$ cat config.mk
export PLATFORM = sky130hd
export DESIGN_NAME = xy_route_arbiter_flat
export DESIGN_NICKNAME = d
export VERILOG_FILES = /design/src/rtl/xy_noc_pkg.sv /design/src/rtl/xy_route_arbiter_if.sv /design/src/rtl/rr_arbiter.sv /design/src/rtl/xy_route_arbiter.sv /design/src/flat_wrapper.sv
export SDC_FILE = /design/constraint.sdc
export NUM_CORES = 1
export LEC_CHECK = 0
export CORE_UTILIZATION = 40
export CTS_CLUSTER_SIZE = 20
export DETAILED_ROUTE_END_ITERATION = 12
export PLACE_DENSITY = 0.71
export SYNTH_ARGS = -nofsm -noshare
export SYNTH_HDL_FRONTEND = slang
export SYNTH_SLANG_ARGS = --single-unit
export TNS_END_PERCENT = 20
$ cat constraint.sdc
create_clock -name clk_i -period 12.4 [get_ports clk_i]
set_clock_uncertainty 0.05 [all_clocks]
set_input_delay 1.24 -clock clk_i [delete_from_list [all_inputs] [get_ports clk_i]]
set_output_delay 1.24 -clock clk_i [all_outputs]
set_load 0.02 [all_outputs]
$ cat src/rtl/xy_noc_pkg.sv
// Shared constants for the mesh XY switch: port indices,
// flit header layout and the route/arbitration FSM encoding.
package xy_noc_pkg;

    localparam int PORT_LOCAL = 0;
    localparam int PORT_NORTH = 1;
    localparam int PORT_EAST  = 2;
    localparam int PORT_SOUTH = 3;
    localparam int PORT_WEST  = 4;

    localparam int HDR_COL_OFS = 0;
    localparam int HDR_COL_W   = 2;
    localparam int HDR_ROW_W   = 2;

    localparam int CNT_W = 8;

    localparam logic [0:0] ST_ARB   = 1'b0;
    localparam logic [0:0] ST_GRANT = 1'b1;

endpackage

$ cat src/rtl/xy_route_arbiter_if.sv
// Request/grant bundle between control_unit and xy_route_arbiter.
// grant_cnt_o exists only when XY_ARB_GRANT_CNT_EN is defined.
interface xy_route_arbiter_if
    import xy_noc_pkg::*;
#(
    parameter int INPUT_N    = 5,
    parameter int DATA_WIDTH = 8
);
    localparam int SEL_W = $clog2(INPUT_N);

    logic [INPUT_N-1:0]            vld_input_i;
    logic [INPUT_N*DATA_WIDTH-1:0] data_i;
    logic [INPUT_N-1:0]            vld_output_i;
    logic [SEL_W-1:0]              mux_in_sel_o;
    logic [SEL_W-1:0]              mux_out_sel_o;
    logic                          grant_vld_o;
`ifdef XY_ARB_GRANT_CNT_EN
    logic [INPUT_N*CNT_W-1:0]      grant_cnt_o;
`endif

    modport master (
        output vld_input_i, data_i, vld_output_i,
        input  mux_in_sel_o, mux_out_sel_o, grant_vld_o
`ifdef XY_ARB_GRANT_CNT_EN
        , input grant_cnt_o
`endif
    );

    modport slave (
        input  vld_input_i, data_i, vld_output_i,
        output mux_in_sel_o, mux_out_sel_o, grant_vld_o
`ifdef XY_ARB_GRANT_CNT_EN
        , output grant_cnt_o
`endif
    );

endinterface

$ cat src/rtl/rr_arbiter.sv
// Combinational round-robin pick: first request at or above ptr,
// wrapping from N-1 back to 0.
module rr_arbiter #(
    parameter int N = 5
) (
    input  logic [N-1:0]         req,
    input  logic [$clog2(N)-1:0] ptr,
    output logic [$clog2(N)-1:0] idx,
    output logic                 any
);
    localparam int W = $clog2(N);

    logic [W:0] c;

    always_comb begin
        idx = '0;
        any = 1'b0;
        c   = '0;
        for (int i = 0; i < N; i++) begin
            c = {1'b0, ptr} + (W+1)'(i);
            if (c >= (W+1)'(N)) c = c - (W+1)'(N);
            if (!any && req[c[W-1:0]]) begin
                any = 1'b1;
                idx = c[W-1:0];
            end
        end
    end

endmodule

$ cat src/rtl/xy_route_arbiter.sv
// XY route compute + round-robin grant for the mesh switch.
// Define XY_ARB_GRANT_CNT_EN to add saturating per-input grant counters.
module xy_route_arbiter
    import xy_noc_pkg::*;
#(
    parameter int INPUT_N        = 5,
    parameter int DATA_WIDTH     = 8,
    parameter int COL_ADDR_WIDTH = HDR_COL_W,
    parameter int ROW_ADDR_WIDTH = HDR_ROW_W,
    parameter int COL_CORD       = 0,
    parameter int ROW_CORD       = 0
) (
    input logic               clk_i,
    input logic               rst_ni,
    xy_route_arbiter_if.slave bus
);
    localparam int SEL_W   = $clog2(INPUT_N);
    localparam int ROW_OFS = HDR_COL_OFS + COL_ADDR_WIDTH;
    localparam logic [COL_ADDR_WIDTH-1:0] MY_COL = COL_ADDR_WIDTH'(COL_CORD);
    localparam logic [ROW_ADDR_WIDTH-1:0] MY_ROW = ROW_ADDR_WIDTH'(ROW_CORD);

    logic [SEL_W-1:0]          route [INPUT_N];
    logic [INPUT_N-1:0]        req;
    logic [COL_ADDR_WIDTH-1:0] col;
    logic [ROW_ADDR_WIDTH-1:0] row;
    logic [SEL_W-1:0]          win;
    logic                      any;
    logic                      fire;

    logic [0:0]       state;
    logic [SEL_W-1:0] rr_ptr;
    logic [SEL_W-1:0] in_sel;
    logic [SEL_W-1:0] out_sel;
    logic             gvld;
    logic             unused_data;

    assign unused_data = ^bus.data_i;

    // A busy target output masks the request so it cannot block others.
    always_comb begin
        req = '0;
        col = '0;
        row = '0;
        for (int k = 0; k < INPUT_N; k++) begin
            col = bus.data_i[k*DATA_WIDTH+HDR_COL_OFS +: COL_ADDR_WIDTH];
            row = bus.data_i[k*DATA_WIDTH+ROW_OFS +: ROW_ADDR_WIDTH];
            if (col > MY_COL)      route[k] = SEL_W'(PORT_EAST);
            else if (col < MY_COL) route[k] = SEL_W'(PORT_WEST);
            else if (row > MY_ROW) route[k] = SEL_W'(PORT_SOUTH);
            else if (row < MY_ROW) route[k] = SEL_W'(PORT_NORTH);
            else                   route[k] = SEL_W'(PORT_LOCAL);
            req[k] = bus.vld_input_i[k] & ~bus.vld_output_i[route[k]];
        end
    end

    rr_arbiter #(
        .N (INPUT_N)
    ) u_rr (
        .req (req),
        .ptr (rr_ptr),
        .idx (win),
        .any (any)
    );

    assign fire = (state == ST_ARB) && any;

    always_ff @(posedge clk_i or negedge rst_ni) begin
        if (!rst_ni) begin
            state   <= ST_ARB;
            rr_ptr  <= '0;
            in_sel  <= '0;
            out_sel <= '0;
            gvld    <= 1'b0;
        end else begin
            unique case (state)
                ST_ARB: begin
                    if (any) begin
                        in_sel  <= win;
                        out_sel <= route[win];
                        gvld    <= 1'b1;
                        state   <= ST_GRANT;
                        rr_ptr  <= (win == SEL_W'(INPUT_N-1)) ?
                                   '0 : win + SEL_W'(1);
                    end
                end
                ST_GRANT: begin
                    gvld  <= 1'b0;
                    state <= ST_ARB;
                end
                default: state <= ST_ARB;
            endcase
        end
    end

    assign bus.mux_in_sel_o  = in_sel;
    assign bus.mux_out_sel_o = out_sel;
    assign bus.grant_vld_o   = gvld;

`ifdef XY_ARB_GRANT_CNT_EN
    logic [CNT_W-1:0] cnt [INPUT_N];

    always_ff @(posedge clk_i or negedge rst_ni) begin
        if (!rst_ni) begin
            for (int k = 0; k < INPUT_N; k++) cnt[k] <= '0;
        end else if (fire) begin
            for (int k = 0; k < INPUT_N; k++)
                if (win == SEL_W'(k) && cnt[k] != '1)
                    cnt[k] <= cnt[k] + CNT_W'(1);
        end
    end

    for (genvar k = 0; k < INPUT_N; k++) begin : g_cnt
        assign bus.grant_cnt_o[k*CNT_W +: CNT_W] = cnt[k];
    end
`else
    logic unused_fire;
    assign unused_fire = fire;
`endif

endmodule

$ cat src/flat_wrapper.sv
// flat-port wrapper written by rule: the top's interface ports become plain ports
module xy_route_arbiter_flat import xy_noc_pkg::*;
#(
    parameter int INPUT_N        = 5,
    parameter int DATA_WIDTH     = 8,
    parameter int COL_ADDR_WIDTH = HDR_COL_W,
    parameter int ROW_ADDR_WIDTH = HDR_ROW_W,
    parameter int COL_CORD       = 0,
    parameter int ROW_CORD       = 0
)
  (clk_i, rst_ni, bus_vld_input_i, bus_data_i, bus_vld_output_i, bus_mux_in_sel_o, bus_mux_out_sel_o, bus_grant_vld_o);
  xy_route_arbiter_if #(.INPUT_N(INPUT_N), .DATA_WIDTH(DATA_WIDTH)) bus_i ();
  input logic clk_i;
  input logic rst_ni;
  input wire logic [$bits(bus_i.vld_input_i)-1:0] bus_vld_input_i;
  input wire logic [$bits(bus_i.data_i)-1:0] bus_data_i;
  input wire logic [$bits(bus_i.vld_output_i)-1:0] bus_vld_output_i;
  output wire logic [$bits(bus_i.mux_in_sel_o)-1:0] bus_mux_in_sel_o;
  output wire logic [$bits(bus_i.mux_out_sel_o)-1:0] bus_mux_out_sel_o;
  output wire logic [$bits(bus_i.grant_vld_o)-1:0] bus_grant_vld_o;
  assign bus_i.vld_input_i = bus_vld_input_i;
  assign bus_i.data_i = bus_data_i;
  assign bus_i.vld_output_i = bus_vld_output_i;
  assign bus_mux_in_sel_o = bus_i.mux_in_sel_o;
  assign bus_mux_out_sel_o = bus_i.mux_out_sel_o;
  assign bus_grant_vld_o = bus_i.grant_vld_o;
  xy_route_arbiter #(.INPUT_N(INPUT_N), .DATA_WIDTH(DATA_WIDTH), .COL_ADDR_WIDTH(COL_ADDR_WIDTH), .ROW_ADDR_WIDTH(ROW_ADDR_WIDTH), .COL_CORD(COL_CORD), .ROW_CORD(ROW_CORD)) u_core (.clk_i(clk_i), .rst_ni(rst_ni), .bus(bus_i));
endmodule
* Yosys cells after proc, flatten, opt, wreduce, memory -nomap -nowiden
Cells that the tools add are included.
Cells by class: add/sub/neg operators 10, order comparisons 36, equality and inequality tests 2, multiplexer cells 63, bitwise gates (word level) 12, reduce and logical (&&, ||, !) cells 9
Operators with widths (number):
- $mux 3 | 28
- $lt 3x4->1 const B | 10
- $bmux 1 s3 | 10
- $mux 1 | 22
- $gt 2x1->1 const B | 10
- $lt 2x1->1 const B | 10
- $ge 4x3->1 const B | 4
- $sub 3x3->3 const B | 5
- $bmux 3 s3 | 1
- $add 3x2->4 const B | 2
- $not 1->1 | 6
- $and 1x1->1 | 5
- $add 3x1->4 const B | 1
- $add 3x3->4 const B | 1
- $ge 4x4->1 const B | 1
- $logic_and 1x1->1 | 4
- $logic_not 1->1 | 4
- $not 3->4 | 1
- $pmux 1 s2 | 2
- $add 3x1->3 const B | 1
- $eq 3x3->1 const B | 1
- $ge 3x3->1 const B | 1
- $ne 2x1->1 const B | 1
- $reduce_and 2->1 | 1
Storage, ports and cells: register bits 11, input bits 52, output and inout bits 7, logic and storage cells 137

* Depth between registers and ports, before layout
word-level depth 28, mapped depth 16, mapped depth without buffers 14

* Modules after synthesis
From an unflattened synthesis, not the netlist that was laid out.
Unflattened totals: cell total of the unflattened synthesis 217, area total of the unflattened synthesis 1804.2 um^2
By module, submodules not included:
- rr_arbiter | times used 1, cells each 135, area an instance 1094.8 um^2, seq. area each 0.0 um^2
- xy_route_arbiter | times used 1, cells each 82, area an instance 709.4 um^2, seq. area each 250.2 um^2

* Least setup slack after synthesis
Ideal clock, no wire load.
path kind register to register, start point reg u_core.rr_ptr[0], end point reg u_core.out_sel[1], in the netlist u_core.bus.mux_out_sel_o[1], setup time 122 ps, arrival 4132 ps, data required time 12228 ps, setup slack 8096 ps, stages on the path, launching flop included 17, buffers on the path 2, clock period less this slack 4304 ps, cell sequence dfrtp_1 > inv_1 > clkbuf_1 > ha_1 > inv_1 > fa_1 > a21oi_2 > nor2_1 > a21oi_1 > or3b_1 > nand3_1 > or4b_4 > or3_1 > buf_6 > a2111oi_4 > o21ai_1 > a32o_1
Between the ends: cells in the longest elaborated chain, start to end 21, elaborated cells between the ends (all ways) 52, those cells by class 9 x add/sub; 5 x order compare; 28 x mux; 1 x bitwise; 9 x reduce/logical
RTL lines:
- start: declaration | RTL line xy_route_arbiter.sv:31 | logic [SEL_W-1:0] rr_ptr;
- start signal: assignment | RTL line xy_route_arbiter.sv:82 | rr_ptr <= (win == SEL_W'(INPUT_N-1)) ?
- branches (longest 21 deep; another with $add 3x1->4)
- end signal: assignment | RTL line xy_route_arbiter.sv:79 | out_sel <= route[win];
- end: declaration | RTL line xy_route_arbiter.sv:33 | logic [SEL_W-1:0] out_sel;
Parallel ways; which one is timed is not known. The select of a mux whose other input is x is not followed. A chain may end at the register's enable or synchronous reset.

* Worst setup path in the final report
start point reg u_core.rr_ptr[0], end point reg u_core.out_sel[0], in the netlist u_core.bus.mux_out_sel_o[0]
The elaborated chain is that of the path after synthesis.

==> impl_results.rst <==
.. list-table::
   :header-rows: 1

   * - Metric
     - Value
   * - First-pass GRT wire length
     - between 7 and 8 mm
   * - Highest layer used for signal routing
     - met4
   * - Quantity of I/O buffers inserted on ports
     - 35
   * - Async set or reset register ratio after synthesis
     - 100%
   * - Cts bufs inserted
     - 3
   * - Synth Flop Type
     - dfrtp_1
   * - Global placer's final weighted congestion
     - ~0.93
   * - Count of cells along the worst register-to-register path
     - 14
   * - Number of iterations in the first detailed-routing pass
     - 5
   * - # fillers
     - about 400
   * - Maximum number of pins on one net before global-route repair
     - 20
   * - Worst-path maximum fanout
     - 19
   * - Final core utilization
     - between 50% and 60%
   * - Critical setup path kind
     - reg2reg
   * - Ratio of routed vias to standard cells
     - between 6 and 7
   * - MaxCap Viol Count
     - 0
   * - Root Buffer Master
     - clkbuf_8
   * - Arrival time of data at the critical path endpoint
     - between 5000 and 6000 ps
   * - Top Ports
     - just under 60
   * - Met2 wire length
     - around 2.4 mm
   * - Final hold violations
     - 0
   * - Via count of the first global-routing pass
     - between 1.5k and 2k
   * - RSZ-0062 raised after global routing
     - false
   * - Clock latency of the later-clocked register in the worst-skew pair
     - between 200 and 250 ps
   * - Top library cells by usage in the layout, fill and taps aside
     - clkdlybuf4s50_1 (35), nor2_1 (22), o21ai_0 (20)
   * - Final #Nets
     - approximately 330
   * - Starting density of the core
     - approximately 43%
   * - HPWL after detailed placement
     - 3.95 mm
   * - Mean instance size in the synthesized netlist
     - 7.66 µm²
   * - Width of the die
     - approximately 69 µm
   * - Most common cell after layout, fill and taps aside
     - clkdlybuf4s50_1
   * - Antenna diode instance count
     - 0
   * - Hold wc startpoint
     - u_core.bus.mux_in_sel_o[0]
   * - Drc violations
     - 0
   * - Area growth from synthesis to final layout
     - 23.8%
   * - FP Rows
     - 23
   * - Critical path's top delay family
     - simple AND/OR/NAND/NOR gates
   * - Terminus of the critical flop-to-flop path
     - u_core.bus.mux_out_sel_o[0]
   * - Synth cell types
     - 74
   * - GRT overflow
     - 0
   * - Actual transition at the worst max-transition pin
     - about 880 ps
   * - Post-Synthesis Net Count
     - ~290
   * - Summed instance area of the synthesized netlist
     - around 1800 µm²
   * - Post-Syn Instances
     - between 200 and 250
   * - Capture point of the worst path
     - u_core.bus.mux_out_sel_o[0]
   * - Power density over the cells
     - roughly 310 nW/µm²
   * - Post-Place Setup Slack
     - 7340 ps
   * - # clock sinks
     - 10
   * - Cell count along the critical path
     - 14
   * - Post-CTS Setup Inserts
     - 0
   * - Buffers from clock root to sink, at most
     - 2
   * - Final instance area
     - about 2200 µm²
   * - Setup slack of the most critical reg-to-reg path
     - between 7000 and 8000 ps
   * - Number of antenna violations at the first check in global routing
     - 0
   * - CTS hold repair buffers
     - 0
   * - Reg clk slew, reported paths
     - 50 ps
   * - Cell with the most instances on the worst path
     - inv_1
   * - Portion of the clock cycle consumed by the worst path in the final layout
     - between 40% and 50%
   * - Detailed-route via count
     - about 2.0k
   * - Wire length the detailed router placed on met1
     - ~2.3 mm
   * - Static leakage power
     - 0.829 nW
   * - Critical Path Slowest Stage Cell
     - dfrtp_1
   * - Routed length per placed instance
     - roughly 16 µm
   * - Worst path setup slack after routing
     - around 7400 ps
   * - Number of enable-type register cells in the synthesized netlist
     - 0
   * - Outcome
     - finished clean
   * - List of cells traversed by the critical path
     - inv_1 > ha_1 > inv_1 > fa_1 > a21oi_2 > nor2_1 > a21oi_1 > or3b_1 > nand3_1 > or4b_4 > or3_1 > and4b_2 > o21ai_0 > a31oi_1
   * - Worst flop-to-flop path startpoint
     - u_core.rr_ptr[0]
   * - Number of gates given a new drive strength after cts
     - 0
   * - Maximum VDD drop
     - around 0.11 mV
   * - First DRT Iteration DRCs
     - 122
   * - Class of the worst hold path
     - reg2reg
   * - Overall track demand over capacity in global routing
     - a little over a fifth
   * - Proportion of layout cells with a drive suffix above 1
     - 12.1%
   * - Total Power
     - between 600 and 700 µW
   * - Worst setup path startpoint
     - u_core.rr_ptr[0]
   * - Worst rel slew slack
     - about two fifths
   * - Antenna violation net count after detailed routing
     - 0
   * - Total met3 wirelength after detailed routing
     - a little under 300 µm
   * - #FFs+latches synth
     - 10
   * - Clock tree from TritonCTS
     - built
   * - Final Setup Violations
     - 0
   * - Final period demand of the worst path
     - between 4000 and 5000 ps
   * - Aggregate negative setup slack
     - 0 ps
   * - Std-Cell Core Area
     - 4140 µm²
   * - Vertical die dimension
     - around 69 µm
   * - Critical Path Max Stage Delay
     - 590 ps
   * - CP Buf/Inv Count
     - 2
   * - Total placed instance area
     - about 2200 µm²
   * - Maximum level of the CTS H-tree
     - 1
   * - Required time worst endpoint
     - ~12000 ps
   * - Kind of end point of the critical path
     - register
   * - Number of max-slew violations in the final report
     - 0
   * - Area enclosed by the die boundary
     - between 4000 and 5000 µm²
   * - Startpoint Class
     - register
   * - Achievable frequency
     - ~200 MHz
   * - Synthesis Warnings
     - 0
   * - Register area share after synthesis
     - between 10 and 15%
   * - Post-Route WL
     - 4.96 mm
==> cell families after synthesis <==
kind of cell,count (synthesis),share of synthesized area (%)
AOI/OAI and AO/OA,87,37.1
xor gates and xnor gates,3,1.47
adders and majority gates,9,6.73
buffers and inverters,19,4.70
DFF,10,14.0
muxes,6,3.50
other,1,0.210
and+or+nand+nor,98,32.3
==> layout make-up <==
type                       instances  area (µm²)  share of cell area, %
multi-input combinational        204        1450                   65.6
timing repair buffer              35         350                   15.8
sequential                        10         250                   11.3
tap                               50        62.6                   2.83
clock buffer                       4        55.1                   2.49
inverter                          11        41.3                   1.87
==> per-stage QoR <==
| step | instances | hold slack, ps |
|---|---|---|
| after floorplan | 233 | 386 |
| after global placement | 310 | 410 |
| after detailed placement | 310 | 420 |
| after CTS | 314 | 431 |
| after global routing | 314 | 460 |
| final | 314 | 424 |
==> report_power, final <==
| group | leakage (nW) | internal (mW) | switching (mW) | total, mW |
|---|---|---|---|---|
| logic | 0.678 | 0.247 | 0.327 | 0.574 |
| clock network | 0.0288 | 0.0279 | 0.0122 | 0.0400 |
| registers | 0.122 | 0.0512 | 0.0213 | 0.0725 |
| total | 0.829 | 0.326 | 0.360 | 0.686 |
==> worst min-delay path by stage <==
stage | endpoint | slack, ps | depth (start not counted)
final | u_core.bus.mux_in_sel_o[0] | 420 | 2
after floorplan | u_core.bus.grant_vld_o | 390 | 1
after CTS | u_core.bus.mux_in_sel_o[0] | 430 | 2
after global placement | u_core.bus.mux_in_sel_o[1] | 410 | 1
after detailed placement | u_core.bus.mux_in_sel_o[0] | 420 | 2
after global routing | u_core.bus.mux_in_sel_o[1] | 460 | 1
==> cells in the mapped netlist (4+ instances only) <==
cell type   n  area share, %
a21oi_1     8            2.2
a31oi_1     5            1.8
clkbuf_1    5            1.1
dfrtp_1    10             14
ha_1        8            5.6
inv_1      11            2.3
mux2i_1     4            2.2
nand2_1    14            2.9
nand2b_1    6            2.1
nor2_1     22            4.6
nor2b_1     4            1.4
nor3_1      7            2.0
nor3b_1     5            2.1
o211ai_1    4            1.7
o21ai_0    20            5.6
or2_2       6            2.1
or3b_1      5            2.5
==> sequential cells by signal (all words and copies together) (netlist names) <==
register	count
u_core.rr_ptr	3
u_core.bus.mux_out_sel_o	2
u_core.bus.mux_in_sel_o	3
u_core.bus.grant_vld_o	1
u_core.state	1
==> metal layers <==
| metal | up-vias | track usage (%) |
|---|---|---|
| li1 | 953 | - |
| met1 | 926 | 31.0 |
| met2 | 76 | 34.1 |
| met3 | 4 | 0.822 |
| met4 | 0 | 3.83 |
| met5 | - | 0 |
==> tightest hold or removal path, cell delays in order (launching register included) <==
cell and delay (ps):
dfrtp_1 340, nand2_1 40, o21ai_0 60
Power figures use the tool's default switching activity.
==> patch: new RTL, same settings <==
`INPUT_N` is set to 5 in 3 places; all go to 4.
--- a/src/rtl/xy_route_arbiter_if.sv
+++ b/src/rtl/xy_route_arbiter_if.sv
@@ -3,7 +3,7 @@
 interface xy_route_arbiter_if
     import xy_noc_pkg::*;
 #(
-    parameter int INPUT_N    = 5,
+    parameter int INPUT_N    = 4,
     parameter int DATA_WIDTH = 8
 );
     localparam int SEL_W = $clog2(INPUT_N);
--- a/src/rtl/xy_route_arbiter.sv
+++ b/src/rtl/xy_route_arbiter.sv
@@ -3,7 +3,7 @@
 module xy_route_arbiter
     import xy_noc_pkg::*;
 #(
-    parameter int INPUT_N        = 5,
+    parameter int INPUT_N        = 4,
     parameter int DATA_WIDTH     = 8,
     parameter int COL_ADDR_WIDTH = HDR_COL_W,
     parameter int ROW_ADDR_WIDTH = HDR_ROW_W,
--- a/src/flat_wrapper.sv
+++ b/src/flat_wrapper.sv
@@ -1,7 +1,7 @@
 // flat-port wrapper written by rule: the top's interface ports become plain ports
 module xy_route_arbiter_flat import xy_noc_pkg::*;
 #(
-    parameter int INPUT_N        = 5,
+    parameter int INPUT_N        = 4,
     parameter int DATA_WIDTH     = 8,
     parameter int COL_ADDR_WIDTH = HDR_COL_W,
     parameter int ROW_ADDR_WIDTH = HDR_ROW_W,
Ports: changed (5 resized); port bits go from 59 to 47. No check against the original RTL was run, so the function may have changed too.
==> patch against the original RTL <==
Die area down 54%; sequential cell count down 2; critical endpoint unchanged; cell area down 49%; total power down 79%; synthesized area down 56%; routed wire length down 60%; critical path type is now in -> reg; worst setup slack better by 1.3 ns; cell count down 54%.
==> patch: results (changes against the original RTL) <==
via count: 829 (-58%)
number of global-route vias before repair: 725 (-56%)
maximum VDD drop: 0.000112 V (-2.5%)
clock root cell: clkbuf_4
GRT Overall Usage: 19.2% (-1.9 points)
r2r worst-path depth: 6 (-8)
Commonest cells post-synth: nor2_1, dfrtp_1, nand2_1, o21ai_0, or2_2
period utilization: 29.6% (-11 points)
Initial DRC Count: 12 (-90%)
Cell variety after synth: 43 (-42%)
r2r endpoint: u_core.bus.mux_out_sel_o[1]$_DFFE_PN0P_
post-synthesis sequential area ratio: 25.2% (+11 points)
hold path cells: 1 (-1)
Synthesized Nets: 131 (-55%)
Syn Area/Cell: 8.93 µm² (+16%)
WL final: 1980 µm (-60%)
Final nets: 164 (-50%)
layout cell share with drive strength beyond 1: 16.7% (+4.5 points)
Placed Instances: 142 (-54%)
Cell Count, Final, Fillers Out: 145 (-54%)
Clk Latency, worst-skew pair: 0.25 ns (+0.02 ns)
status: finished clean
gpl congestion: 0.757 (-19%)
Min-Delay Endpoint: u_core.bus.grant_vld_o$_DFFE_PN0P_
CP startpoint: bus_vld_output_i[0]
r2r setup slk: 10.40 ns (+2.98 ns)
Max Fanout on Critical Path: 11 (-8)
fillers: 172 (-57%)
-- patch: cell types whose count changed in the layout (fill, tap and decap cells not counted), moves of 6 or more --
cell,unedited run,this run
o21ai_0,20,5
inv_1,11,3
nor2_1,22,11
ha_1,8,0
nand2_1,14,5
clkdlybuf4s50_1,35,29
a21oi_1,8,2
-- patch: where the power goes --
part	total, mW	switching (mW)	internal, mW	leakage, nW
logic	0.0818	0.0403	0.0415	0.298
clock network	0.0191	0.00806	0.0110	0.0138
registers	0.0456	0.00823	0.0373	0.0951
-- patch: area by class of cell --
class	count	share of cell area, %
timing repair buffer	29	25.7
tap	25	2.77
sequential	8	17.7
inverter	4	1.33
multi-input combinational	76	50.6
clock buffer	3	1.99
-- patch: through the flow --
stage                     area [µm²]  hold slack (ns)
after floorplan                  795            0.342
after global placement          1110            0.361
after detailed placement        1110            0.353
after CTS                       1130            0.366
after global routing            1130            0.377
final                           1130            0.361
-- patch: metal layers --
metal | up-vias | wire length (µm) | GRT usage, %
met5 | - | 0 | 0
met4 | 0 | 23 | 7.06
met3 | 2 | 124 | 0.784
met2 | 26 | 928 | 34.4
met1 | 383 | 902 | 23.9
li1 | 418 | - | -
-- patch: cell families after synthesis --
logic type	count (synthesis)	synth area share (%)
compound gates	31	36.4
xor+xnor	1	1.10
buf+inv	5	2.83
flops	8	25.2
mux	2	3.15
simple gates	42	31.3
-- patch: worst max-delay path, cell delays in order --
cell and delay, ns:
clkdlybuf4s50_1 0.51, or3b_1 0.41, a31o_1 0.27, a2111oi_0 0.59, or2_2 0.33, inv_2 0.07
and2_1 0.14, a211oi_1 0.20
